`src/rtl/divider_1hz.sv`:
```
// Free-running clock-enable generator: a single-cycle strobe every DIV clocks.
// Downstream timing logic qualifies on enable_1Hz instead of using a derived clock.
module divider_1hz #(
  parameter int unsigned CLK_FREQ_HZ = 100_000_000,
  parameter int unsigned OUT_FREQ_HZ = 1
) (
  input  logic clock,
  input  logic reset_sync,
  output logic enable_1Hz
);

  // OUT_FREQ_HZ = 0 is mapped to DIV = 0 so it trips the check below instead of dividing by zero
  localparam int unsigned DIV   = (OUT_FREQ_HZ == 0) ? 0 : CLK_FREQ_HZ / OUT_FREQ_HZ;
  localparam int          CNT_W = (DIV > 1) ? $clog2(DIV) : 1;
  localparam logic [CNT_W-1:0] TC  = CNT_W'(DIV - 1);
  localparam logic [CNT_W-1:0] ONE = CNT_W'(1);

  generate
    if (DIV < 1) begin : g_bad_div
      $fatal(1, "divider_1hz: DIV must be >= 1 (OUT_FREQ_HZ must be nonzero and <= CLK_FREQ_HZ)");
    end
  endgenerate

  logic [CNT_W-1:0] cnt;

  // reset_sync is an asynchronous low-true clear despite its name
  always_ff @(posedge clock or negedge reset_sync) begin
    if (!reset_sync) begin
      cnt        <= '0;
      enable_1Hz <= 1'b0;
    end else if (cnt == TC) begin
      cnt        <= '0;
      enable_1Hz <= 1'b1;
    end else begin
      cnt        <= cnt + ONE;
      enable_1Hz <= 1'b0;
    end
  end

endmodule

```
`config.mk`:
```
export PLATFORM = sky130hd
export DESIGN_NAME = divider_1hz
export DESIGN_NICKNAME = d
export VERILOG_FILES = /design/src/rtl/divider_1hz.sv
export SDC_FILE = /design/constraint.sdc
export NUM_CORES = 1
export LEC_CHECK = 0
export BUFFER_PORTS_ARGS = -buffer_cell sky130_fd_sc_hd__buf_2
export CAP_MARGIN = 10
export CORE_MARGIN = 2
export CORE_UTILIZATION = 40
export CTS_CLUSTER_DIAMETER = 150
export CTS_CLUSTER_SIZE = 40
export DETAILED_ROUTE_END_ITERATION = 7
export PLACE_DENSITY = 0.6
export SETUP_SLACK_MARGIN = 0.5
export SYNTH_ARGS = -nofsm -noshare
export SYNTH_HDL_FRONTEND = slang
export SYNTH_SLANG_ARGS = --single-unit
export TNS_END_PERCENT = 5
```
`constraint.sdc`:
```
create_clock -name clock -period 1.9 [get_ports clock]
set_input_delay 0.095 -clock clock [delete_from_list [all_inputs] [get_ports clock]]
set_output_delay 0.095 -clock clock [all_outputs]
set_load 0.01 [all_outputs]
```
# Word-level counts from Yosys, hierarchy flattened
# Cells that the tools add are included.
[word_totals]
reg_bits = 28
word_cells = 6
[op_classes]
addsub = 1
n_eq_ne = 1
muxes = 2
[op_table]
columns = ["cell", "count"]
rows = [
  ["$add 27x1->27 const B", 1],
  ["$eq 27x27->1 const B", 1],
  ["$mux 27", 1],
  ["$mux 1", 1],
]

# Logic depth before layout (Yosys ltp)
# Gate-level depths: netlist of run 1.
[depth]
depth_word = 2
ltp_mapped = 6
depth_no_buf = 5

# Least setup slack after synthesis of run 1
# Ideal clock, no wire load.
[synth_path]
kind = "register -> register"
startpoint = "register cnt[0]"
endpoint = "register cnt[20]"
setup_time_ps = 77
arrival_time_ps = 1864
t_required_ps = 1823
path_slack_ps = -41
stages_incl_launch_ff = 7
n_path_buf = 1
path_cell_list = "dfrtp_1 > ha_1 > and2_1 > or4b_1 > clkbuf_1 > or4_1 > a21oi_1"
[synth_between]
elab_chain_cells = 2
word_cells_on_any_way = 3
classes_between = "add/sub: 1; eq/ne: 1; mux: 1"
[synth_rtl]
columns = ["item", "line", "rtl"]
rows = [
  ["start: declaration", "24", "logic [CNT_W-1:0] cnt;"],
  ["start signal: assignment", "35", "cnt <= cnt + ONE;"],
  ["$add 27x1->27 / $eq 27x27->1 (equally long branches)", "35, 31", ""],
  ["$mux 27 (*)", "31", "end else if (cnt == TC) begin"],
]
# Every way passes the cells marked *; elsewhere a longest branch is shown, timed or not.

# Worst setup path in the final report of run 1
[layout_path]
startpoint = "register cnt[12]"
endpoint = "register cnt[22]"
# Same word-level chain as after synthesis.

==> reports/results.tsv, run 1 <==
stage	metric	value	unit
setup_path	Data required, critical path	2.16	ns
hold_path	worst hold-check path type	primary input to async pin	
final_layout	commonest non-fill, non-tap cell in the layout	dfrtp_1	
clock_tree	CTS tree	built	
detailed_routing	Pre-Repair DR Iteration Count	4	
power	Psw	176.5	uW
power	Comb pwr share	0.016	
detailed_routing	DR WL/cell	15.29	um
clock_tree	CTS buffer count	3	
synth	Most used DFF post-synth	dfrtp_1	
synth	Compound-Gate Fraction of Synth Area	0.1014	
synth	synthesized net count	138	
synth	top post-synthesis cells by area	dfrtp_1 (52%), xnor2_1 (4.5%), xor2_1 (3.9%)	
power	Pwr Total	849.0	uW
sta	min Tclk post-route	1.888	ns
sta	Tcrit/Tclk final	0.9936	
floorplanning	Cell Rows	21	
sta	headroom to the max-slew limit	0.5889	
power	Int Pwr	672.4	uW
detailed_routing	via count	1157	
synth	synthesized area	1358	um^2
final_layout	layout cell share with drive strength beyond 1	0.3742	
clock_tree	Root Driver	clkbuf_4	
synth	FFs w/ async S/R, synth	1.000	
final_layout	non-filler instance count after layout	209	
placed_design	PortBufs	2	
final_layout	area grow syn2layout	31.34	%
global_route	first-pass GRT wire length	5333	um
global_route	remaining global-route overflow	0	
power	Power Dens Cells	476.1	nW/um^2
setup_path	critical path data arrival time	2.15	ns
final_layout	most frequent cells in the layout	dfrtp_1 (28), buf_4 (23), nand2_1 (10)	
clock_tree	Worst-Skew Late Latency	0.32	ns
sta	Worst-Margin Slew	0.6167	ns
power	Clk pwr share	0.282	
flow_run	Max Cap Viol	0	
global_route	largest net degree at the start of global routing	29	
synth	main combinational cell family by area after synthesis	simple AND/OR/NAND/NOR gates	
synth	average size of a mapped cell	10.06	um^2
detailed_routing	via/cell ratio	5.536	
synth	post-synthesis simple-gate area fraction	0.2581	
floorplanning	# IOs	3	
global_route	All-Layer GR Usage	0.1706	
floorplanning	Die X-Extent	62.26	um
clock_tree	clock tree buffer depth	2	
sta	RSZ-0062 raised after global routing	true	
synth	Yosys Warn Count	0	
synth	number of enable flip-flop cells after synthesis	0	
power	Max VDD drop	0.4503	mV
clock_tree	Clock transition at path regs	0.15	ns
setup_path	FF-to-FF path depth	4	
sta	TNS Setup	0	ns
placed_design	Placer Congestion	0.7562	
detailed_routing	Antenna Nets Post-Route	0	
floorplanning	die area	3876	um^2
placed_design	HPWL after DPL	2027	um
setup_path	WS Path Type	flip-flop to flip-flop	
sta	Hold Fails Final Rpt	0	
floorplanning	Core Footprint	3284	um^2
sta	clock skew	0.01087	ns
synth	xor-xnor portion of the synthesized cell area	0.08387	
clock_tree	clk sinks	28	
final_layout	Antenna Cells	0	
global_route	initial antenna violation count	0	
status	status	finished, final reports clean	
setup_path	Worst Path Max Fanout	5	
synth	post-synthesis cell type count	34	
placed_design	Placed Cells	197	
synth	mux cell area share after synthesis	0	
synth	share of the synthesized area in the top cell type	0.5161	
detailed_routing	Detailed Route WL	3195	um
power	Switching Fraction	0.2079	
clock_tree	H-tree depth	1	
power	Leakage	0.0007489	uW
setup_path	CP startpoint kind	flip-flop	
power	Flop pwr share	0.702	
setup_path	type of destination of the critical path	flip-flop	
global_route	number of global-route vias before repair	1165	
synth	cells after synthesis	135	
synth	largest area contributor in the netlist	dfrtp_1	
final_layout	Net count, final	168	
synth	post-synthesis register bit count	28	
synth	register area share after synthesis	0.5161	
floorplanning	Starting Density	0.4133	
sta	max frequency	529.7	MHz
detailed_routing	initial DRC count	66	
sta	max-slew violation count	0	
floorplanning	Die Y	62.26	um
synth	Post-Synth Adder-Cell Area	0.009217	
detailed_routing	DRC	0	
sta	Final Setup Violations	0	
==> cells in the mapped netlist (all sizes together) (3+ instances only) <==
master,number
a21oi,10
clkbuf,3
dfrtp,28
inv,4
nand2,11
nand3,8
nand4,8
nor2,8
nor3,4
o21ai,5
o31ai,5
or3,4
or4,6
xnor2,7
xor2,6
==> through the flow <==
step | hold slack, ns | utilization | setup slack, ns | instance area, um^2
floorplan | -0.2006 | - | 0.08434 | 1374
global placement | 0.1405 | 0.4705 | 0.06664 | 1545
detailed placement | 0.1484 | 0.4705 | 0.003170 | 1545
CTS | 0.3217 | 0.5048 | 0.06418 | 1658
global route | 0.3444 | 0.5429 | -0.02718 | 1783
finish | 0.3069 | 0.5429 | 0.01209 | 1783
==> worst paths after layout <==
check,slack [ns],end,startpoint
worst max-delay path,0.01,cnt[22],cnt[12]
worst min-delay path,0.31,cnt[24],reset_sync
worst max register to register,0.01,cnt[22],cnt[12]
worst min register to register,0.47,cnt[0],cnt[0]
max in group asynchronous,1.19,cnt[2],reset_sync
min in group clock,0.47,cnt[0],cnt[0]
==> kinds of logic after synthesis <==
| kind of cell | after synthesis |
|---|---|
| buf+inv | 9 |
| xor+xnor | 13 |
| compound gates | 23 |
| fa+ha+maj | 1 |
| flops | 28 |
| simple gates | 61 |
==> flip-flops by register name, indices dropped and copies added, names as in the netlist <==
register    flops
enable_1Hz      1
cnt            27
==> timing repair <==
item	4_1_cts	5_1_grt
pin swaps	5	8
setup endpoints to repair	23	24
setup buffers	7	0
hold endpoints to repair	28	0
hold buffers	1	0
gates resized for setup	5	27
gates cloned	1	0
==> power groups by stage <==
stage / Combinational, uW / Sequential [uW] / Clock, uW
global placement: 12.6 / 607 / 0
finish: 13.4 / 596 / 240
detailed placement: 12.9 / 607 / 0
global route: 16.2 / 596 / 276
CTS: 14.4 / 596 / 249
floorplan: 0.000197 / 607 / 0
==> critical path, stage by stage (launching register included) <==
cell and delay, ns:
dfrtp_1 0.42, nand2_1 0.14, or4_4 0.58, or4_4 0.50, a21oi_2 0.18
==> routing by layer <==
metal  global-route usage  up-vias  routed length [um]  share of wire
met2               0.2745       13                1585           0.50
met4              0.05278        0                  40          0.013
met3              0.03442        4                  76          0.024
met1               0.2330      585                1492           0.47
met5                    0        -                   0              0
li1                     -      555                   -              -
==> cell type report <==
cell class / count / area [um^2]
clock buffers: 3 / 22.52
fillers: 304 / 1501
inverters: 4 / 15.01
multi-input cells: 99 / 760.7
flip-flops and latches: 28 / 700.7
well taps: 46 / 57.56
repair buffers: 29 / 226.5
No activity file was read; power rests on OpenSTA's default activity.
==> run 2, diff against run 1 <==
--- a/config.mk
+++ b/config.mk
@@ -5,6 +5,7 @@
 export SDC_FILE = /design/constraint.sdc
 export NUM_CORES = 1
 export LEC_CHECK = 0
+export ABC_AREA = 1
 export BUFFER_PORTS_ARGS = -buffer_cell sky130_fd_sc_hd__buf_2
 export CAP_MARGIN = 10
 export CORE_MARGIN = 2
==> run 2 against run 1 <==
Against the previous run: largest cell class unchanged; sequential share of layout area is 1.5 points lower; area after synthesis is 21% higher; sequential power hardly changed; largest power group unchanged; power is 9.0% higher; synthesized cell count is 70% higher; clock-buffer cell count stayed put; utilization is 7.6 points lower; setup slack better by 0.53 ns.
==> reports/results.tsv, run 2 <==
stage	metric	value	unit	change
clock_tree	clk sinks	28		unchanged
global_route	largest net degree at the start of global routing	29		unchanged
setup_path	sum of buffers and inverters on the critical path	0		unchanged
floorplanning	Starting Density	0.4152		+0.001916
clock_tree	Worst-Skew Late Latency	0.27	ns	-0.05 ns
placed_design	HPWL after DPL	2506	um	+24%
sta	Hold Fails Final Rpt	0		unchanged
setup_path	crit-path cells	ha_2 -> nand2_2 -> nor2_8 -> nand2_4 -> nor2_4 -> nand2_4 -> nand2_1 -> nor2_1		
power	Power Dens Cells	498.9	nW/um^2	+4.8%
detailed_routing	initial DRC count	63		-4.5%
floorplanning	Cell Rows	23		+9.5%
final_layout	Biggest register	cnt		
sta	Hold Slack	0.3739	ns	+0.06699 ns
final_layout	Net count, final	245		+46%
setup_path	Worst path most repeated cell	nand2_4		
synth	Most used DFF post-synth	dfrtp_1		
power	Leakage	0.0008966	uW	+20%
clock_tree	clock tree buffer depth	2		unchanged
setup_path	Data required, critical path	2.07	ns	-0.09 ns
synth	number of enable flip-flop cells after synthesis	0		unchanged
final_layout	Antenna Cells	0		unchanged
setup_path	FF-to-FF path depth	8		+4
clock_tree	CTS tree	built		
clock_tree	CTS buffer count	3		unchanged
synth	top cells by count, synth	nand2_1 (64), nor2_1 (55), dfrtp_1 (28)		
global_route	initial antenna violation count	0		unchanged
global_route	All-Layer GR Usage	0.1727		+0.002138
setup_path	CP startpoint	cnt[1]		
synth	post-synthesis cell type count	19		-44%
synth	Yosys Warn Count	0		unchanged
setup_path	CP startpoint kind	flip-flop		
hold_path	worst hold-check path type	primary input to async pin		
setup_path	Reg2Reg Launch Point	cnt[1]		
global_route	first-pass GRT wire length	6003	um	+13%
final_layout	number of flip-flops in the largest register	27		unchanged
detailed_routing	DRC	0		unchanged
setup_path	WS Path Type	flip-flop to flip-flop		
sta	RSZ-0062 raised after global routing	true		
sta	TNS Setup	0	ns	unchanged
detailed_routing	Antenna Nets Post-Route	0		unchanged
global_route	number of global-route vias before repair	1314		+13%
setup_path	Slowest cell on crit path	dfrtp_1		
setup_path	critical path data arrival time	1.52	ns	-0.63 ns
sta	Tcrit/Tclk final	0.7144		-0.2793
synth	synthesized net count	232		+68%
synth	synthesized area	1649	um^2	+21%
sta	Final Setup Violations	0		unchanged
synth	average size of a mapped cell	7.201	um^2	-28%
sta	max-slew violation count	0		unchanged
final_layout	commonest non-fill, non-tap cell in the layout	nand2_1		
placed_design	PortBufs	2		unchanged
synth	cells after synthesis	229		+70%
synth	FFs w/ async S/R, synth	1.000		unchanged
floorplanning	# IOs	3		unchanged
flow_run	Max Cap Viol	0		unchanged
clock_tree	Clock transition at path regs	0.09	ns	-0.06 ns
status	status	finished, final reports clean		
synth	post-synthesis register bit count	28		unchanged
floorplanning	Die X-Extent	68.21	um	+9.6%
sta	max frequency	736.7	MHz	+39%
final_layout	layout cell share with drive strength beyond 1	0.1750		-0.1992
clock_tree	H-tree depth	1		unchanged
clock_tree	Root Driver	clkbuf_8		
final_layout	fill count	417		+37%
detailed_routing	DR WL/cell	11.42	um	-25%
final_layout	most frequent cells in the layout	nand2_1 (62), nor2_1 (51), dfrtp_1 (27)		
power	Pwr Total	925.6	uW	+9.0%
synth	register area share after synthesis	0.4249		-0.09124
synth	top post-synthesis cells by area	dfrtp_1 (42%), nand2_1 (15%), nor2_1 (13%)		
synth	share of the synthesized area in the top cell type	0.4249		-0.09124
power	Max VDD drop	0.4261	mV	-5.4%
setup_path	R2R Setup Slk	0.54	ns	+0.53 ns
setup_path	type of destination of the critical path	flip-flop		
floorplanning	die area	4653	um^2	+20%
floorplanning	Core Footprint	3971	um^2	+21%
final_layout	area grow syn2layout	12.52	%	
setup_path	delay-heaviest family, CP	simple AND/OR/NAND/NOR gates		
synth	largest area contributor in the netlist	dfrtp_1		
synth	top-count cell post-synth	nand2_1		
setup_path	Max stage delay on crit path	0.37	ns	-0.21 ns
setup_path	reg-to-reg endpoint	cnt[22]		
sta	Worst-Margin Slew	0.6227	ns	+0.006021 ns
final_layout	non-filler instance count after layout	290		+39%
detailed_routing	Pre-Repair DR Iteration Count	4		unchanged
sta	min Tclk post-route	1.357	ns	-0.5306 ns
global_route	remaining global-route overflow	0		unchanged
sta	clock skew	0.002346	ns	-0.008520 ns
placed_design	Placed Cells	281		+43%
detailed_routing	Detailed Route WL	3313	um	+3.7%
final_layout	largest registers	cnt: 27 flops, enable_1Hz: 1 flops		
detailed_routing	via/cell ratio	4.572		-17%
sta	headroom to the max-slew limit	0.5848		-0.004014
detailed_routing	via count	1326		+15%
setup_path	Worst Path Max Fanout	9		+4
floorplanning	Die Y	68.21	um	+9.6%
final_layout	final core utilization	0.4672		-0.07562
placed_design	Placer Congestion	0.8219		+8.7%
==> run 2: worst max-delay path by stage <==
stage	cells past startpoint	to	slack, ns
2_1_floorplan	8	cnt[24]	0.61
3_3_place_gp	8	cnt[21]	0.49
3_5_place_dp	8	cnt[20]	0.47
4_1_cts	8	cnt[24]	0.50
5_1_grt	8	cnt[23]	0.45
6_report	8	cnt[22]	0.54
==> run 2: worst reg2reg max path: stages (launching register included) <==
cell,delay (ns)
dfrtp_1,0.37
ha_2,0.20
nand2_2,0.09
nor2_8,0.14
nand2_4,0.10
nor2_4,0.13
nand2_4,0.10
nand2_1,0.09
nor2_1,0.04
==> run 2: report_power, final <==
part	internal, uW	switching (uW)	leakage, uW
registers	595	0	0.000375
logic	2.06	11.3	0.000500
clock network	142	175	0.0000216
==> run 2: layer usage <==
metal	track usage	part of all wire	up-vias
met4	0.04250	0.0075	0
met5	0	0	-
met3	0.02796	0.024	2
met2	0.2755	0.46	12
met1	0.2443	0.51	598
li1	-	-	714
==> run 2: kinds of logic after synthesis <==
group,count (synthesis),synth area share
XOR/XNOR,10,0.05311
flip-flops,28,0.4249
adder cells (fa/ha/maj),1,0.007586
AND/OR/NAND/NOR,157,0.4325
AO/OA/AOI/OAI,8,0.02428
buffers and inverters,25,0.05766
==> run 2: area by class of cell <==
class / instances / area, um^2 / share of cell area
Tap cell: 50 / 62.56 / 0.03372
Clock buffer: 3 / 41.29 / 0.02225
Multi-Input combinational cell: 176 / 895.9 / 0.4828
Sequential cell: 28 / 701.9 / 0.3783
Inverter: 25 / 96.34 / 0.05192
Timing Repair Buffer: 8 / 57.56 / 0.03102
==> run 2: per-stage QoR <==
stage / setup slack (ns) / cell area [um^2]
2_1_floorplan: 0.6056 / 1649
3_5_place_dp: 0.4723 / 1722
3_3_place_gp: 0.4949 / 1722
4_1_cts: 0.5030 / 1808
5_1_grt: 0.4511 / 1856
6_report: 0.5427 / 1856
==> run 2: repair_timing <==
action | CTS | global route
resized for setup | 3 | 12
cloned | 0 | 0
buffers inserted | 3 | 2
pin swaps | 1 | 4
hold endpoints to repair | 28 | 0
hold buffers | 1 | 0
setup endpoints to repair | 10 | 24
==> run 3, diff against run 2 <==
--- a/config.mk
+++ b/config.mk
@@ -5,7 +5,7 @@
 export SDC_FILE = /design/constraint.sdc
 export NUM_CORES = 1
 export LEC_CHECK = 0
-export ABC_AREA = 1
+export ABC_AREA = 0
 export BUFFER_PORTS_ARGS = -buffer_cell sky130_fd_sc_hd__buf_2
 export CAP_MARGIN = 10
 export CORE_MARGIN = 2
@@ -13,7 +13,7 @@
 export CTS_CLUSTER_DIAMETER = 150
 export CTS_CLUSTER_SIZE = 40
 export DETAILED_ROUTE_END_ITERATION = 7
-export PLACE_DENSITY = 0.6
+export PLACE_DENSITY = 0.58
 export SETUP_SLACK_MARGIN = 0.5
 export SYNTH_ARGS = -nofsm -noshare
 export SYNTH_HDL_FRONTEND = slang
==> constraint.sdc (replaced) <==
create_clock -name clock -period 1.3 [get_ports clock]
set_input_delay 0.065 -clock clock [delete_from_list [all_inputs] [get_ports clock]]
set_output_delay 0.065 -clock clock [all_outputs]
set_load 0.01 [all_outputs]
==> run 3 against run 2 <==
Against the previous run: the flow now finishes with violations (setup timing); final cell count is 20% lower; combinational power is 48% higher; power is 37% higher; setup slack worse by 1.1 ns; routed wire length is 5.9% higher; clock-buffer cell count stayed put; largest cell class unchanged.
==> reports/results.tsv, run 3 (synthesized netlist as in run 1, its figures left out) <==
stage	metric	value	unit	change
power	Psw	281.5	uW	+51%
floorplanning	Die X-Extent	62.26	um	-8.7%
detailed_routing	Antenna Nets Post-Route	0		unchanged
detailed_routing	Pre-Repair DR Iteration Count	4		unchanged
clock_tree	H-tree depth	1		unchanged
placed_design	Placed Cells	221		-21%
detailed_routing	met3 WL	92	um	+14%
flow_run	Max Cap Viol	0		unchanged
sta	min Tclk post-route	1.819	ns	+0.4621 ns
sta	Tcrit/Tclk final	1.400		+0.6852
final_layout	Antenna Cells	0		unchanged
final_layout	largest registers	cnt: 27 flops, enable_1Hz: 1 flops		
floorplanning	# IOs	3		unchanged
setup_path	Worst Path Max Fanout	5		-4
global_route	largest net degree at the start of global routing	29		unchanged
setup_path	Data required, critical path	1.58	ns	-0.49 ns
sta	max-slew violation count	0		unchanged
setup_path	Reg2Reg Launch Point	cnt[14]		
sta	clock skew	0.004112	ns	+0.001766 ns
floorplanning	Cell Rows	21		-8.7%
setup_path	type of destination of the critical path	flip-flop		
clock_tree	CTS tree	built		
setup_path	CP startpoint	cnt[14]		
power	Int Pwr	983.6	uW	+33%
global_route	remaining global-route overflow	0		unchanged
final_layout	most frequent cells in the layout	buf_4 (47), dfrtp_1 (28), nand2_1 (10)		
placed_design	HPWL after DPL	2310	um	-7.8%
power	Comb pwr share	0.016		+0.002
sta	headroom to the max-slew limit	0.5809		-0.003986
hold_path	worst hold-check path type	primary input to async pin		
final_layout	layout cell share with drive strength beyond 1	0.4462		+0.2712
power	Power Dens Cells	645.7	nW/um^2	+29%
setup_path	CP startpoint kind	flip-flop		
clock_tree	Worst-Skew Late Latency	0.34	ns	+0.07 ns
global_route	initial antenna violation count	0		unchanged
final_layout	Biggest register	cnt		
power	Clk pwr share	0.296		-0.046
detailed_routing	met1 wire length	1484	um	-13%
sta	Final Setup Violations	25		+25
global_route	number of global-route vias before repair	1375		+4.6%
sta	max frequency	549.6	MHz	-25%
final_layout	area grow syn2layout	44.33	%	
final_layout	Net count, final	191		-22%
detailed_routing	initial DRC count	66		+4.8%
sta	RSZ-0062 raised after global routing	true		
detailed_routing	via/cell ratio	5.284		+16%
clock_tree	Clock transition at path regs	0.15	ns	+0.06 ns
sta	Hold Fails Final Rpt	0		unchanged
detailed_routing	Max Used Layer	met4		
detailed_routing	DR WL/cell	15.13	um	+32%
placed_design	PortBufs	2		unchanged
floorplanning	Die Y	62.26	um	-8.7%
clock_tree	clk sinks	28		unchanged
placed_design	Placer Congestion	0.7488		-8.9%
power	Max VDD drop	0.4303	mV	+0.98%
clock_tree	CTS buffer count	3		unchanged
final_layout	commonest non-fill, non-tap cell in the layout	buf_4		
power	Flop pwr share	0.689		+0.046
status	status	finished with violations		
floorplanning	Starting Density	0.4133		-0.001916
sta	TNS Setup	-7.509	ns	-7.509 ns
final_layout	number of flip-flops in the largest register	27		unchanged
setup_path	critical path data arrival time	2.10	ns	+0.58 ns
setup_path	WS Path Type	flip-flop to flip-flop		
final_layout	non-filler instance count after layout	232		-20%
detailed_routing	WL met2	1849	um	+23%
floorplanning	Core Footprint	3284	um^2	-17%
global_route	All-Layer GR Usage	0.2037		+0.03104
power	Switching Fraction	0.2225		+0.02136
detailed_routing	DRC	0		unchanged
clock_tree	clock tree buffer depth	2		unchanged
clock_tree	Root Driver	clkbuf_4		
sta	Worst-Margin Slew	0.6287	ns	+0.005978 ns
floorplanning	die area	3876	um^2	-17%
sta	final worst slack	-0.5194	ns	-1.062 ns
global_route	first-pass GRT wire length	6341	um	+5.6%
detailed_routing	Detailed Route WL	3510	um	+5.9%
detailed_routing	via count	1226		-7.5%
power	Leakage	0.0008619	uW	-3.9%
status	failing checks	setup timing		
==> run 3: cell types whose count changed in the layout (fill, tap and decap cells not counted), sizes merged, moves of 5 or more <==
cell | before | now
nand2 | 73 | 11
buf | 7 | 51
inv | 25 | 4
nand4 | 0 | 8
o31ai | 0 | 5
nor2 | 67 | 8
nand3 | 13 | 8
or4 | 0 | 7
xnor2 | 2 | 7
==> run 3: worst max-delay path, cell delays in order (launching register included) <==
cell     delay [ns]
dfrtp_1        0.38
nand4_1        0.15
or4_4          0.59
or4_4          0.50
a21oi_2        0.14
==> run 3: stage by stage <==
step | utilization | area (um^2) | hold WS (ns) | worst slack (ns) | power (uW)
finish | 0.5966 | 1959 | 0.2573 | -0.5194 | 1265
CTS | 0.5775 | 1897 | 0.2846 | -0.5066 | 1269
global route | 0.5966 | 1959 | 0.3137 | -0.5808 | 1316
detailed placement | 0.5253 | 1725 | 0.1244 | -0.5620 | 906.7
floorplan | - | 1374 | -0.2306 | -0.5157 | 887.7
global placement | 0.5253 | 1725 | 0.1111 | -0.4826 | 905.8
==> run 3: area by class of cell <==
class	instances	area, um^2
Clock buffer	3	22.52
Inverter	4	15.01
Fill cell	289	1325
Tap cell	46	57.56
Sequential cell	28	700.7
Multi-Input combinational cell	99	768.2
Timing Repair Buffer	52	395.4
==> run 3: layer usage <==
layer / global-route usage / vias up
li1: - / 597
met1: 0.2406 / 598
met2: 0.3533 / 20
met3: 0.04348 / 11
met4: 0.09722 / 0
met5: 0 / -
==> run 3: timing repair <==
| action | 4_1_cts | 5_1_grt |
|---|---|---|
| endpoints found under the setup margin | 29 | 29 |
| pin swaps | 9 | 8 |
| gates resized for setup | 19 | 13 |
| gates cloned | 1 | 0 |
| hold buffers | 1 | 0 |
| endpoints found under the hold margin | 28 | 0 |
| buffers inserted | 6 | 0 |
==> run 3: final timing paths <==
kind	end	slack (ns)	cells after the start
max	cnt[24]	-0.52	4
min	cnt[23]	0.26	2
max reg2reg	cnt[24]	-0.52	4
min reg2reg	cnt[2]	0.59	2
max in group asynchronous	cnt[18]	0.63	2
min in group clock	cnt[2]	0.59	2
==> run 3: power groups by stage <==
stage	Combinational (uW)	Clock [uW]	Sequential, uW
2_1_floorplan	0.000197	0	888
3_3_place_gp	18.4	0	887
3_5_place_dp	19.2	0	887
4_1_cts	21.5	376	871
5_1_grt	23.8	421	872
6_report	19.8	374	871
